**config.mk**
```make
export PLATFORM = sky130hd
export DESIGN_NAME = scan_sel_gen_flat
export DESIGN_NICKNAME = d
export VERILOG_FILES = /design/src/rtl/scan_sel_if.sv /design/src/rtl/scan_sel_gen.sv /design/src/flat_wrapper.sv
export SDC_FILE = /design/constraint.sdc
export NUM_CORES = 1
export LEC_CHECK = 0
export CORE_MARGIN = 5
export CORE_UTILIZATION = 38
export CTS_CLUSTER_DIAMETER = 150
export DETAILED_ROUTE_END_ITERATION = 7
export GPL_TIMING_DRIVEN = 0
export HOLD_SLACK_MARGIN = 0.12
export PLACE_DENSITY = 0.78
export SLEW_MARGIN = 10
export SYNTH_ARGS = -nofsm -noshare
export SYNTH_HDL_FRONTEND = slang
export SYNTH_SLANG_ARGS = --single-unit
```
**constraint.sdc**
```tcl
create_clock -name clk -period 3.4 [get_ports clk]
set_input_delay 0.68 -clock clk [delete_from_list [all_inputs] [get_ports clk]]
set_output_delay 0.68 -clock clk [all_outputs]
set_load 0.05 [all_outputs]
```
**src/rtl/scan_sel_if.sv**
```systemverilog
// Digit-scan bus between the scan controller and the display driver.
// The master side supplies enable, mask and digit codes; the slave returns the select.
interface scan_sel_if;
   logic        en;
   logic [7:0]  digit_mask;
   logic [31:0] data;
   logic [2:0]  sel;
   logic [3:0]  nibble;
   logic        valid;
   logic        wrap;

   modport master (
      output en, digit_mask, data,
      input  sel, nibble, valid, wrap
   );

   modport slave (
      input  en, digit_mask, data,
      output sel, nibble, valid, wrap
   );
endinterface

```
**src/rtl/scan_sel_gen.sv**
```systemverilog
// Multiplexed 8-digit scan generator.
// Walks sel through fixed drive slots separated by optional blanking gaps.
module scan_sel_gen #(
   parameter int PRESCALE     = 4,
   parameter int BLANK_CYCLES = 2
) (
   input  logic       clk,
   input  logic       rst,
   scan_sel_if.slave  bus
);

   localparam int PW = $clog2(PRESCALE);
   localparam logic [PW-1:0] P_LAST = PW'(PRESCALE - 1);
   localparam logic [7:0] B_LAST =
      (BLANK_CYCLES > 0) ? 8'(BLANK_CYCLES - 1) : 8'd0;

   typedef enum logic [1:0] {
      IDLE,
      DRIVE,
      BLANK
   } state_t;

   state_t        state_q, state_d;
   logic [2:0]    sel_q, sel_d;
   logic [PW-1:0] pcnt_q, pcnt_d;
   logic [7:0]    bcnt_q, bcnt_d;
   logic          drive_q, drive_d;
   logic          wrap_q, wrap_d;

   always_ff @(posedge clk) begin
      if (rst) begin
         state_q <= IDLE;
         sel_q   <= 3'd0;
         pcnt_q  <= '0;
         bcnt_q  <= 8'd0;
         drive_q <= 1'b0;
         wrap_q  <= 1'b0;
      end else begin
         state_q <= state_d;
         sel_q   <= sel_d;
         pcnt_q  <= pcnt_d;
         bcnt_q  <= bcnt_d;
         drive_q <= drive_d;
         wrap_q  <= wrap_d;
      end
   end

   always_comb begin
      state_d = state_q;
      sel_d   = sel_q;
      pcnt_d  = pcnt_q;
      bcnt_d  = bcnt_q;
      wrap_d  = 1'b0;
      if (!bus.en) begin
         // dropping enable abandons the slot without advancing
         state_d = IDLE;
         pcnt_d  = '0;
         bcnt_d  = 8'd0;
      end else begin
         unique case (state_q)
            IDLE: begin
               state_d = DRIVE;
               pcnt_d  = '0;
            end
            DRIVE: begin
               if (pcnt_q == P_LAST) begin
                  pcnt_d = '0;
                  if (BLANK_CYCLES > 0) begin
                     state_d = BLANK;
                     bcnt_d  = 8'd0;
                  end else begin
                     sel_d  = sel_q + 3'd1;
                     wrap_d = (sel_q == 3'd7);
                  end
               end else begin
                  pcnt_d = pcnt_q + PW'(1);
               end
            end
            BLANK: begin
               if (bcnt_q == B_LAST) begin
                  bcnt_d  = 8'd0;
                  state_d = DRIVE;
                  sel_d   = sel_q + 3'd1;
                  wrap_d  = (sel_q == 3'd7);
               end else begin
                  bcnt_d = bcnt_q + 8'd1;
               end
            end
            default: state_d = IDLE;
         endcase
      end
      drive_d = (state_d == DRIVE);
   end

   // mask and data stay combinational so edits show up in the same cycle
   assign bus.sel    = sel_q;
   assign bus.valid  = drive_q & bus.digit_mask[sel_q];
   assign bus.nibble = bus.data[{sel_q, 2'b00} +: 4];
   assign bus.wrap   = wrap_q;

endmodule

```
**src/flat_wrapper.sv**
```systemverilog
// flat-port wrapper written by rule: the top's interface ports become plain ports
module scan_sel_gen_flat 
#(
   parameter int PRESCALE     = 4,
   parameter int BLANK_CYCLES = 2
)
  (clk, rst, bus_en, bus_digit_mask, bus_data, bus_sel, bus_nibble, bus_valid, bus_wrap);
  scan_sel_if bus_i ();
  input  logic clk;
  input  logic rst;
  input wire logic [$bits(bus_i.en)-1:0] bus_en;
  input wire logic [$bits(bus_i.digit_mask)-1:0] bus_digit_mask;
  input wire logic [$bits(bus_i.data)-1:0] bus_data;
  output wire logic [$bits(bus_i.sel)-1:0] bus_sel;
  output wire logic [$bits(bus_i.nibble)-1:0] bus_nibble;
  output wire logic [$bits(bus_i.valid)-1:0] bus_valid;
  output wire logic [$bits(bus_i.wrap)-1:0] bus_wrap;
  assign bus_i.en = bus_en;
  assign bus_i.digit_mask = bus_digit_mask;
  assign bus_i.data = bus_data;
  assign bus_sel = bus_i.sel;
  assign bus_nibble = bus_i.nibble;
  assign bus_valid = bus_i.valid;
  assign bus_wrap = bus_i.wrap;
  scan_sel_gen #(.PRESCALE(PRESCALE), .BLANK_CYCLES(BLANK_CYCLES)) u_core (.clk(clk), .rst(rst), .bus(bus_i));
endmodule
```
* Word level (Yosys, flattened, before mapping)
Index checks and enable logic that the tools add are counted.
** Word-level totals
- RAM bits :: 0
- ROM bits :: 0
- Memories kept :: 0
- Input port bits :: 43
- Output and inout bits :: 9
- Word-level logic and storage cells :: 40
- Bits in registers :: 17
- Latch bits :: 0
** Cells by class
- Add/subtract/negate cells :: 3
- Equal/unequal tests :: 7
- Multiplexer cells :: 11
- Reduce and logical (&&, ||, !) cells :: 7
- Shifts and indexed selects :: 1
- $mul :: 0
- Divide/modulo/power cells :: 0
- Bitwise logic cells :: 4
- Order comparisons :: 1
** Operators by type and width (number)
- 32-bit by 6-bit indexed part select with 4-bit output :: 1
- 8-bit 2-to-1 mux :: 2
- 8-bit one-hot mux with 2 select lines :: 1
- 8-bit by 1-bit adder with 8-bit output (second input constant) :: 1
- 8-bit by 1-bit equality test with 1-bit output (second input constant) :: 1
- 2-bit 2-to-1 mux :: 4
- 2-bit one-hot mux with 3 select lines :: 1
- 2-bit by 1-bit equality test with 1-bit output (second input constant) :: 2
- 2-bit equality test (second input constant) :: 2
- 3-bit by 4-bit less-than comparator with 1-bit output (second input constant) :: 1
- 2-bit one-hot mux with 2 select lines :: 1
- 2-bit nonzero test :: 2
- 4-bit OR reduction :: 1
- 3-bit by 1-bit adder with 3-bit output (second input constant) :: 1
- 1-bit binary-select mux with 3-bit select :: 1
- 3-bit equality test (second input constant) :: 1
- 1-bit NOT :: 3
- 3-bit AND reduction :: 1
- 2-bit by 1-bit adder with 2-bit output (second input constant) :: 1
- 2-bit zero test :: 1
- 2-bit by 1-bit inequality test with 1-bit output (second input constant) :: 1
- 2-bit AND reduction :: 1
- 2-bit OR reduction :: 1
- 1-bit bitwise AND :: 1
- 1-bit 2-to-1 mux :: 1

* Logic depth before layout (Yosys ltp)
- Depth in word-level cells :: 5
- Gate-level depth with buffers :: 6
- Gate-level depth less buffers :: 6

* Worst setup path before layout
OpenSTA, ideal clock, no wires.
- Path type :: reg2out
- From :: reg u_core.sel_q[1] (netlist: u_core.bus.sel[1])
- To :: out bus_valid
- Required time :: 2720 ps
- Path buffers :: 1
- Data arrival time :: 2043 ps
- Stages on the path, launching flop included :: 5
- Path slack :: 677 ps
- Cell sequence :: dfxtp_1 -> clkbuf_1 -> mux4_2 -> mux2i_1 -> nor2b_1
** Between the ends
- Longest elaborated chain between the ends :: 3
** RTL lines
- start, declared :: RTL line scan_sel_gen.sv:24 : logic [2:0] sel_q, sel_d;
- start signal, assigned :: RTL line scan_sel_gen.sv:40 : sel_q <= sel_d;
- 1-bit binary-select mux with 3-bit select :: RTL line scan_sel_gen.sv:97 : assign bus.valid = drive_q & bus.digit_mask[sel_q];
- 1-bit 2-to-1 mux (not written as such) :: RTL line scan_sel_gen.sv:97
- 1-bit bitwise AND :: RTL line scan_sel_gen.sv:97
- end, declared :: RTL line flat_wrapper.sv:16 : output wire logic [$bits(bus_i.valid)-1:0] bus_valid;
No other way between the ends. The select of a mux whose other input is x is not followed.

* Worst setup path in the final report
- From :: in bus_data[19]
- To :: out bus_nibble[3]
** Between the ends
- Longest elaborated chain between the ends :: 1
** RTL lines
- start, declared :: RTL line flat_wrapper.sv:13 : input wire logic [$bits(bus_i.data)-1:0] bus_data;
- 32-bit by 6-bit indexed part select with 4-bit output :: RTL line scan_sel_gen.sv:98 : assign bus.nibble = bus.data[{sel_q, 2'b00} +: 4];
- end, declared :: RTL line flat_wrapper.sv:15 : output wire logic [$bits(bus_i.nibble)-1:0] bus_nibble;
No other way between the ends.

==> impl_metrics.csv <==
group,metric,value,unit
final_layout,drive_above_1_share,0.141,
detailed_routing,drt-initial-drc-count,31,
yosys,synthTopCellsByCount,"dfxtp_1 (17), nor2_1 (13), mux4_2 (10)",
sta,tightest_slew,547,ps
grt,grt.busiest_layer,"met2",
yosys,syn-instance-count,108,
critical_path,end_kind,"primary output",
pwr,p_sw,0.0896,mW
detailed_routing,wire_per_inst,16.4,microns
floorplan,io-pin-count,52,
pwr,ir_drop,0.000231,V
critical_path,worstSetupPathType,"in -> out",
grt,grt_usage,0.157,
final_layout,fin_cells,194,
final_layout,area_growth,51.5,%
yosys,yosysMostFrequentCell,"dfxtp_1",
clocking,numCtsBuffers,3,
detailed_routing,postRouteAntennaNets,0,
critical_path,cp_max_fo,1,
sta,finalSetupViolations,0,
sta,hold_viol,0,
floorplan,core_region_area,2780,sq um
sta,max_freq,310,MHz
yosys,synth_area_per_cell,10.3,sq um
yosys,yosys-top-cells-area,"dfxtp_1 (30%), mux4_2 (20%), ha_1 (5.6%)",
clocking,cts_root_buffer,"clkbuf_4",
clocking,cts_setup_buffers,0,
final_layout,final_area,1690,sq um
placement,port_buffers,51,
floorplan,dieWidth,64.2,microns
grt,overflow,0,
detailed_routing,drc,0,
critical_path,startpoint_type,"input pin",
final_layout,diodes,0,
yosys,syn_area,1120,sq um
placement,dpl.cell_count,190,
placement,post_dp_cell_area,1670,sq um
grt,antenna_found_initial,0,
grt,grt_pass1_wl,5210,microns
clocking,cts.repair.resized,0,
hold_path,hold_class,"reg -> reg",
sta,rsz0062_at_grt,"no",
pwr,leakage,0.612,nW
yosys,synth-edff-count,0,
clocking,path_clk_slew,100,ps
yosys,synth_seq_cells,17,
clocking,cts_hold_buf,0,
sta,slew-limit-headroom,0.636,
floorplan,start_util,0.402,
grt,grt_util_met1,0.210,
yosys,yosysWarnings,0,
status,status,"finished clean",
grt,grt_max_degree,11,
yosys,yosysTopAreaCellShare,0.305,
clocking,clk_path_buf_depth,2,
yosys,synth_ff_type,"dfxtp_1",
yosys,yosysUniqueCellTypes,33,
detailed_routing,firstDrtPassIters,4,
grt,use_met3,0.0368,
pwr,p_int,0.306,mW
sta,finalCritPeriodShare,0.949,
detailed_routing,drt_wl_total,3180,microns
yosys,synth_nets,156,
flow_run,drv_cap,0,
detailed_routing,drt-vias-per-instance,5.63,
yosys,async_reset_ff_frac,0,
clocking,cts.sinks,17,
critical_path,required,2720,ps
detailed_routing,vias,1093,
clocking,cts_tree,"built",
sta,tns,0,ps
pwr,switching_share,0.226,
pwr,cellPowerDensity,234,nW/um^2
critical_path,crit_arrival,2550,ps
sta,finalClockSkew,6.56,ps
pwr,power_frac_clock,0.270,
floorplan,fp.dieH,64.2,microns
grt,met2_usage,0.253,
placement,dp_hpwl,2600,microns
clocking,clkLatencyLatePin,290,ps
sta,period_needed,3230,ps
final_layout,finalNetCount,212,
pwr,power_frac_comb,0.221,
grt,grt_pass1_vias,1037,
floorplan,rows,19,
clocking,htree_levels,1,
pwr,power_frac_seq,0.510,
placement,place.gp.congestion,0.810,
sta,drv_slew,0,
yosys,yosysTopAreaCell,"dfxtp_1",
final_layout,n_fill_cell,259,
floorplan,die-area,4120,sq um
yosys,seq_area_frac_synth,0.305,
## worst paths after layout
| check | start | endpoint | slack (ps) | cells after the start |
|---|---|---|---|---|
| worst max register to register | u_core.bcnt_q[0]$_SDFFE_PP0P_ | u_core.bcnt_q[6]$_SDFFE_PP0P_ | 1750 | 5 |
| worst max-delay path | bus_data[19] | bus_nibble[3] | 170 | 4 |
| worst min register to register | u_core.bcnt_q[2]$_SDFFE_PP0P_ | u_core.bcnt_q[2]$_SDFFE_PP0P_ | 530 | 1 |
| worst min-delay path | u_core.bcnt_q[2]$_SDFFE_PP0P_ | u_core.bcnt_q[2]$_SDFFE_PP0P_ | 530 | 1 |
## worst max-delay path, stage by stage
cell	delay [ps]
clkdlybuf4s50_1	410
mux4_2	460
mux2_2	280
clkdlybuf4s50_1	710
## through the flow
stage	util	hold WS [ps]	power (mW)	worst slack [ps]
finish	0.609	531	0.396	173
global route	0.609	565	0.418	27.3
CTS	0.609	537	0.400	160
detailed placement	0.599	514	0.294	173
global placement	0.599	496	0.291	200
floorplan	-	477	0.236	677
## cell families (layout without fill, tap and decap cells)
logic type	after synthesis	in the layout	share of synthesized area
multiplexers	18	18	0.278
adder cells (fa/ha/maj)	5	5	0.0560
AND/OR/NAND/NOR	39	39	0.198
buffers and inverters	5	60	0.0213
AO/OA/AOI/OAI	23	23	0.134
flip-flops	17	17	0.305
XOR/XNOR	1	1	0.00784
## metal layers
layer | wire length [microns] | up-vias
li1 | - | 521
met1 | 1440 | 515
met2 | 1430 | 53
met3 | 276 | 4
met4 | 38 | 0
met5 | 0 | -
## area by class of cell
| class | count | area (sq um) | share of cell area |
|---|---|---|---|
| Multi-Input combinational cell | 86 | 753 | 0.445 |
| Timing Repair Buffer | 51 | 510 | 0.302 |
| Sequential cell | 17 | 340 | 0.201 |
| Tap cell | 31 | 38.8 | 0.0229 |
| Clock buffer | 4 | 26.3 | 0.0155 |
| Buffer | 4 | 20.0 | 0.0118 |
| Inverter | 1 | 3.75 | 0.00222 |
## flip-flops by register name (all words and copies together), names as in the netlist
register         cells
u_core.drive_q       1
u_core.bus.sel       3
u_core.bus.wrap      1
u_core.bcnt_q        8
u_core.state_q       2
u_core.pcnt_q        2
## power groups by stage
| stage | clock (mW) | sequential [mW] | combinational, mW |
|---|---|---|---|
| 3_5_place_dp | 0 | 0.206 | 0.0872 |
| 4_1_cts | 0.111 | 0.202 | 0.0876 |
| 5_1_grt | 0.123 | 0.202 | 0.0921 |
| 6_report | 0.107 | 0.202 | 0.0873 |
| 3_3_place_gp | 0 | 0.206 | 0.0845 |
| 2_1_floorplan | 0 | 0.206 | 0.0298 |
## cell usage in the layout, fill, tap and decap left out, drive strengths merged, types with 3 or more instances in the layout
master,count
o21a,3
ha,5
nand3,3
o21ai,3
nor2b,4
nor3,3
nand4,3
mux2,4
dfxtp,17
mux4,10
nand2b,3
clkdlybuf4s50,51
nor2,13
a211oi,4
clkbuf,6
nand2,5
mux2i,4
a21oi,8
No activity file was read; power rests on OpenSTA's default activity.
